===== src/rtl/swap_pkg.sv =====
// Shared types and constants for the bit-swap cipher datapath.
// Used by both the encryptor and the decryptor.
package swap_pkg;

  localparam int DATA_W = 8;
  localparam int POS_W  = 3;

  // One key entry: two bit positions to exchange; pos1 sits in the low bits.
  typedef struct packed {
    logic [POS_W-1:0] pos2;
    logic [POS_W-1:0] pos1;
  } swap_pair_t;

  typedef enum logic [1:0] {
    IDLE = 2'd0,
    RUN  = 2'd1,
    DONE = 2'd2
  } state_t;

  // Width of a counter that walks NUM_SWAPS pairs; never zero so NUM_SWAPS=1 still builds.
  function automatic int idx_width(input int num_swaps);
    return (num_swaps > 1) ? $clog2(num_swaps) : 1;
  endfunction

endpackage


===== src/rtl/swap_decryptor_if.sv =====
// Valid/ready bundle between the decryptor and its producer/consumer.
// The slave modport is the decryptor's view.
interface swap_decryptor_if #(
  parameter int NUM_SWAPS = 4
);
  import swap_pkg::*;

  logic                          in_valid;
  logic                          in_ready;
  logic [DATA_W-1:0]             cipher;
  logic [NUM_SWAPS*2*POS_W-1:0]  key;
  logic                          out_valid;
  logic                          out_ready;
  logic [DATA_W-1:0]             plain;
  logic                          busy;

  modport slave (
    input  in_valid, cipher, key, out_ready,
    output in_ready, out_valid, plain, busy
  );

  modport master (
    output in_valid, cipher, key, out_ready,
    input  in_ready, out_valid, plain, busy
  );

endinterface


===== src/rtl/bit_swap.sv =====
// Combinational exchange of two bits of a byte; pos1 == pos2 leaves data untouched.
// Shared with the encryptor.
module bit_swap
  import swap_pkg::*;
(
  input  logic [DATA_W-1:0] data_i,
  input  logic [POS_W-1:0]  pos1_i,
  input  logic [POS_W-1:0]  pos2_i,
  output logic [DATA_W-1:0] data_o
);

  // NOTE: blocking assignments in combinational logic; the later writes
  // deliberately override the default copy, and every path assigns data_o first.
  always_comb begin
    data_o         = data_i;
    data_o[pos1_i] = data_i[pos2_i];
    data_o[pos2_i] = data_i[pos1_i];
  end

endmodule


===== src/rtl/swap_decryptor.sv =====
// Undoes the swap-pair cipher one pair per clock, last pair first,
// behind valid/ready handshakes on both sides.
module swap_decryptor
  import swap_pkg::*;
#(
  parameter int NUM_SWAPS = 4
) (
  input  logic            clk,
  input  logic            rst,
  swap_decryptor_if.slave bus_if
);

  localparam int IDX_W = idx_width(NUM_SWAPS);

  state_t                      state_q, state_d;
  logic [DATA_W-1:0]           data_q, data_d;
  swap_pair_t [NUM_SWAPS-1:0]  key_q, key_d;
  logic [IDX_W-1:0]            idx_q, idx_d;
  logic                        out_valid_q;

  swap_pair_t                  cur_pair;
  logic [DATA_W-1:0]           swapped;

  assign cur_pair = key_q[idx_q];

  bit_swap u_bit_swap (
    .data_i (data_q),
    .pos1_i (cur_pair.pos1),
    .pos2_i (cur_pair.pos2),
    .data_o (swapped)
  );

  // NOTE: every next-state variable gets its hold value first, so no path
  // through the case statement can infer a latch.
  always_comb begin
    state_d = state_q;
    data_d  = data_q;
    key_d   = key_q;
    idx_d   = idx_q;

    unique case (state_q)
      IDLE: begin
        if (bus_if.in_valid) begin
          data_d  = bus_if.cipher;
          key_d   = bus_if.key;
          idx_d   = IDX_W'(NUM_SWAPS - 1);
          state_d = RUN;
        end
      end
      RUN: begin
        data_d = swapped;
        if (idx_q == '0) begin
          state_d = DONE;
        end else begin
          idx_d = idx_q - 1'b1;
        end
      end
      DONE: begin
        if (bus_if.out_ready) begin
          state_d = IDLE;
        end
      end
      default: state_d = IDLE;
    endcase
  end

  // NOTE: sequential state uses non-blocking assignments only. The key
  // register is reset too, so a post-reset view of the datapath is fully defined.
  always_ff @(posedge clk) begin
    if (rst) begin
      state_q     <= IDLE;
      data_q      <= '0;
      key_q       <= '0;
      idx_q       <= '0;
      out_valid_q <= 1'b0;
    end else begin
      state_q     <= state_d;
      data_q      <= data_d;
      key_q       <= key_d;
      idx_q       <= idx_d;
      out_valid_q <= (state_d == DONE);
    end
  end

  // in_ready depends on state alone, keeping out_ready off any combinational path to it.
  assign bus_if.in_ready  = (state_q == IDLE);
  assign bus_if.busy      = (state_q != IDLE);
  assign bus_if.out_valid = out_valid_q;
  assign bus_if.plain     = data_q;

endmodule


===== src/flat_wrapper.sv =====
// flat-port wrapper written by rule: the top's interface ports become plain ports
module swap_decryptor_flat import swap_pkg::*;
#(
  parameter int NUM_SWAPS = 4
)
  (clk, rst, bus_if_in_valid, bus_if_cipher, bus_if_key, bus_if_out_ready, bus_if_in_ready, bus_if_out_valid, bus_if_plain, bus_if_busy);
  swap_decryptor_if #(.NUM_SWAPS(NUM_SWAPS)) bus_if_i ();
  input  logic clk;
  input  logic rst;
  input wire logic [$bits(bus_if_i.in_valid)-1:0] bus_if_in_valid;
  input wire logic [$bits(bus_if_i.cipher)-1:0] bus_if_cipher;
  input wire logic [$bits(bus_if_i.key)-1:0] bus_if_key;
  input wire logic [$bits(bus_if_i.out_ready)-1:0] bus_if_out_ready;
  output wire logic [$bits(bus_if_i.in_ready)-1:0] bus_if_in_ready;
  output wire logic [$bits(bus_if_i.out_valid)-1:0] bus_if_out_valid;
  output wire logic [$bits(bus_if_i.plain)-1:0] bus_if_plain;
  output wire logic [$bits(bus_if_i.busy)-1:0] bus_if_busy;
  assign bus_if_i.in_valid = bus_if_in_valid;
  assign bus_if_i.cipher = bus_if_cipher;
  assign bus_if_i.key = bus_if_key;
  assign bus_if_i.out_ready = bus_if_out_ready;
  assign bus_if_in_ready = bus_if_i.in_ready;
  assign bus_if_out_valid = bus_if_i.out_valid;
  assign bus_if_plain = bus_if_i.plain;
  assign bus_if_busy = bus_if_i.busy;
  swap_decryptor #(.NUM_SWAPS(NUM_SWAPS)) u_core (.clk(clk), .rst(rst), .bus_if(bus_if_i));
endmodule

===== config.mk =====
export PLATFORM = sky130hd
export DESIGN_NAME = swap_decryptor_flat
export DESIGN_NICKNAME = d
export VERILOG_FILES = /design/src/rtl/swap_pkg.sv /design/src/rtl/swap_decryptor_if.sv /design/src/rtl/bit_swap.sv /design/src/rtl/swap_decryptor.sv /design/src/flat_wrapper.sv
export SDC_FILE = /design/constraint.sdc
export NUM_CORES = 1
export LEC_CHECK = 0
export CAP_MARGIN = 20
export CORE_MARGIN = 2
export CORE_UTILIZATION = 25
export DETAILED_ROUTE_END_ITERATION = 7
export DONT_BUFFER_PORTS = 1
export GPL_ROUTABILITY_DRIVEN = 0
export PLACE_DENSITY = 0.52
export RECOVER_POWER = 50
export SYNTH_ARGS = -nofsm -noshare
export SYNTH_HDL_FRONTEND = slang
export SYNTH_SLANG_ARGS = --single-unit

===== constraint.sdc =====
create_clock -name clk -period 2.3 [get_ports clk]
set_input_delay 0.69 -clock clk [delete_from_list [all_inputs] [get_ports clk]]
set_output_delay 0.69 -clock clk [all_outputs]
set_load 0.01 [all_outputs]

==> flow_summary.json <==
{
  "critical_path_class": "flip-flop to flip-flop",
  "cts_max_level": 2,
  "powerDensity_nw_per_um2": 745,
  "port-buffer-count": 0,
  "avgViaCountPerCell": 5.18,
  "chipWidth_um": 94.8,
  "p_seq_share_pct": 42.9,
  "cts_num_sinks": 37,
  "fin_skew_ns": 0.0118,
  "worst_pin_slew_ns": 0.642,
  "synth-seq-cells": 37,
  "outcome": "finished clean",
  "path_cells": "mux4_2 > mux2_4 > mux4_2 > nand4_1 > a41oi_2",
  "critPathBufInv": 0,
  "drc": 0,
  "totalWireLength_mm": 6.31,
  "grt_pass1_vias": 1806,
  "cts_tree": "done",
  "clockBufferDepth": 2,
  "core_area_um2": 8090,
  "startpoint_type": "flip-flop",
  "hold_violations": 0,
  "wire_per_inst_um": 16.9,
  "maxCapViolations": 0,
  "root_buffer": "clkbuf_8",
  "crit_slowest_cell": "mux4_2",
  "first_pass_iters": 4,
  "ios": 47,
  "num_rows": 33,
  "grt_max_degree": 32,
  "crit_required_ns": 2.47,
  "hold_class": "flip-flop to flip-flop",
  "drt_iter0_drc": 117,
  "syn_nets": 290,
  "cpMostUsedCell": "mux4_2",
  "fillers": 905,
  "area_delta_synth_final_pct": 18.3,
  "p_int_w": 0.00118,
  "total_power_w": 0.00182,
  "vias": 1931,
  "combPwrFrac_pct": 30.7,
  "grt_pass1_wl_mm": 9.28,
  "relSlewSlack_pct": 57.0,
  "ir_worst_vdd_v": 0.000340,
  "yosysSeqAreaShare_pct": 35.9,
  "slowest_delay_ns": 0.62,
  "slew_viol_final": 0,
  "total_leakage_power_nw": 0.887,
  "track_usage_pct": 13.5,
  "clk_pin_slew_worst_paths_ns": 0.08,
  "fin_crit_ns": 2.25,
  "critPathMaxFanout": 8,
  "postLayoutCoreUtil_pct": 30.1,
  "yosysWarnings": 0,
  "setup_viol_count_final": 0,
  "antenna_found_initial": 0,
  "switching_share_pct": 35.3,
  "max_freq_mhz": 445,
  "ys_types": 35,
  "power_frac_clock_pct": 26.5,
  "rsz0062_at_grt": "yes",
  "cp_top_family": "multiplexers",
  "synth_cells": 253,
  "n_antenna_cell": 0,
  "drive_gt1_share_pct": 19.4,
  "avgSynthCellArea_um2": 8.15,
  "dp_hpwl_mm": 4.19,
  "clock_latency_ns": 0.30,
  "die-area_um2": 8990,
  "mappedNetlistArea_um2": 2060,
  "worst_ep_arrival_time_ns": 2.42,
  "switching_power_w": 0.000641,
  "endpoint_kind": "flip-flop",
  "numCtsBuffers": 5,
  "die_h_um": 94.8,
  "detail-route-antenna-nets": 0,
  "initial_utilization_pct": 25.5,
  "nNetsFinal": 304,
  "min_period_over_period_pct": 97.7,
  "overflow": 0
}
worst register-to-register path: cells and delay by family (launching register included):
kind / cells / cell delay [ns]
simple gates: 1 / 0.13
flops: 1 / 0.37
mux: 3 / 1.54
compound gates: 1 / 0.10
power by group through the flow:
stage | Sequential (W) | Combinational, W | Clock (W)
floorplan | 0.000761 | 0.000384 | 0
global placement | 0.000788 | 0.000518 | 0
detailed placement | 0.000788 | 0.000519 | 0
CTS | 0.000773 | 0.000527 | 0.000496
global route | 0.000788 | 0.000611 | 0.000521
finish | 0.000779 | 0.000557 | 0.000481
metal layers:
layer  up-vias  GRT usage (%)  wire length (um)
met1       906           17.6              2820
met5         -              0                 0
met2        67           21.6              2880
met3        12           3.43               467
met4         0           4.47               140
li1        946              -                 -
through the flow:
step                hold WS (ns)  setup slack, ns  instances  cell area, um^2  TNS [ns]
floorplan                  0.432           0.0369        253             2060         0
CTS                        0.443           0.0104        369             2380         0
global placement           0.434           0.0119        359             2280         0
global route               0.446          -0.0378        373             2440   -0.0682
finish                     0.448           0.0518        373             2440         0
detailed placement         0.441          -0.0215        359             2280   -0.0215
flip-flops by register name, summed over array words and instances, names as in the netlist:
| signal | flops |
|---|---|
| u_core.bus_if.out_valid | 1 |
| u_core.idx_q | 2 |
| u_core.key_q | 24 |
| u_core.bus_if.plain | 8 |
| u_core.state_q | 2 |
placed cells by master, fill, tap and decap left out, drive strengths merged:
cell and instances:
nor2b 7, a31oi 18, nand2 52, o221ai 6, and2 2, or3b 3, o31ai 2, nor2 14
nand3 8, inv 7, a211o 2, nor3 3, clkbuf 6, clkinv 3, mux4 8, dfxtp 37
nand4 8, a21oi 24, and3 1, mux2i 4, nand2b 1, a41oi 1, o21ai 1, nor3b 5
ha 1, or3 2, a211oi 2, nand3b 7, a22oi 3, buf 26, mux2 4
path summary, 6_finish.rpt:
check	startpoint	endpoint	slack [ns]	cells past startpoint
max reg2reg	u_core.idx_q[0]	u_core.bus_if.plain[1]	0.05	5
min	u_core.key_q[17]	u_core.key_q[17]	0.45	2
max	u_core.idx_q[0]	u_core.bus_if.plain[1]	0.05	5
min reg2reg	u_core.key_q[17]	u_core.key_q[17]	0.45	2
logic make-up after synthesis:
kind of cell,count (synthesis),synth area share (%)
and+or+nand+nor,113,26.7
AOI/OAI and AO/OA,59,18.2
adders and majority gates,1,0.607
muxes,15,12.5
buffers and inverters,28,6.07
DFF,37,35.9
Yosys cell counts, drive strengths merged:
cell type   n  area [um^2]
a21oi      24          120
mux2        4         56.3
nor3b       5         37.5
o221ai      6         52.6
or3b        3         26.3
and2        2         12.5
nand3       8         40.0
nor3        3         15.0
o21ai       1         5.00
nand2b      1         6.26
mux4        7          161
a41oi       1         8.76
dfxtp      37          741
ha          1         12.5
clkbuf     15         56.3
nand2      52          195
a211o       2         17.5
nor2b       7         43.8
or3         2         12.5
inv         7         26.3
buf         6         42.5
nand4       8         50.1
a211oi      2         15.0
nand3b      7         52.6
a31oi      18          113
mux2i       4         40.0
o31ai       2         15.0
nor2       14         52.6
a22oi       3         27.5
and3        1         6.26
layout make-up:
type                       count  area, um^2  share of cell area (%)
multi-input combinational    189        1230                    50.4
sequential                    37         743                    30.5
timing repair buffer          27         216                    8.88
tap                          105         131                    5.39
clock buffer                   5        68.8                    2.82
inverter                       7        26.3                    1.08
clock inverter                 3        22.5                   0.924
timing repair:
action,in CTS,in global routing
endpoints found under the setup margin,2,7
buffers inserted,2,3
resized for setup,1,4
gates cloned,0,1
hold buffers,0,0
pin swaps,0,8
Note: power is estimated with default switching activity, not from simulation.
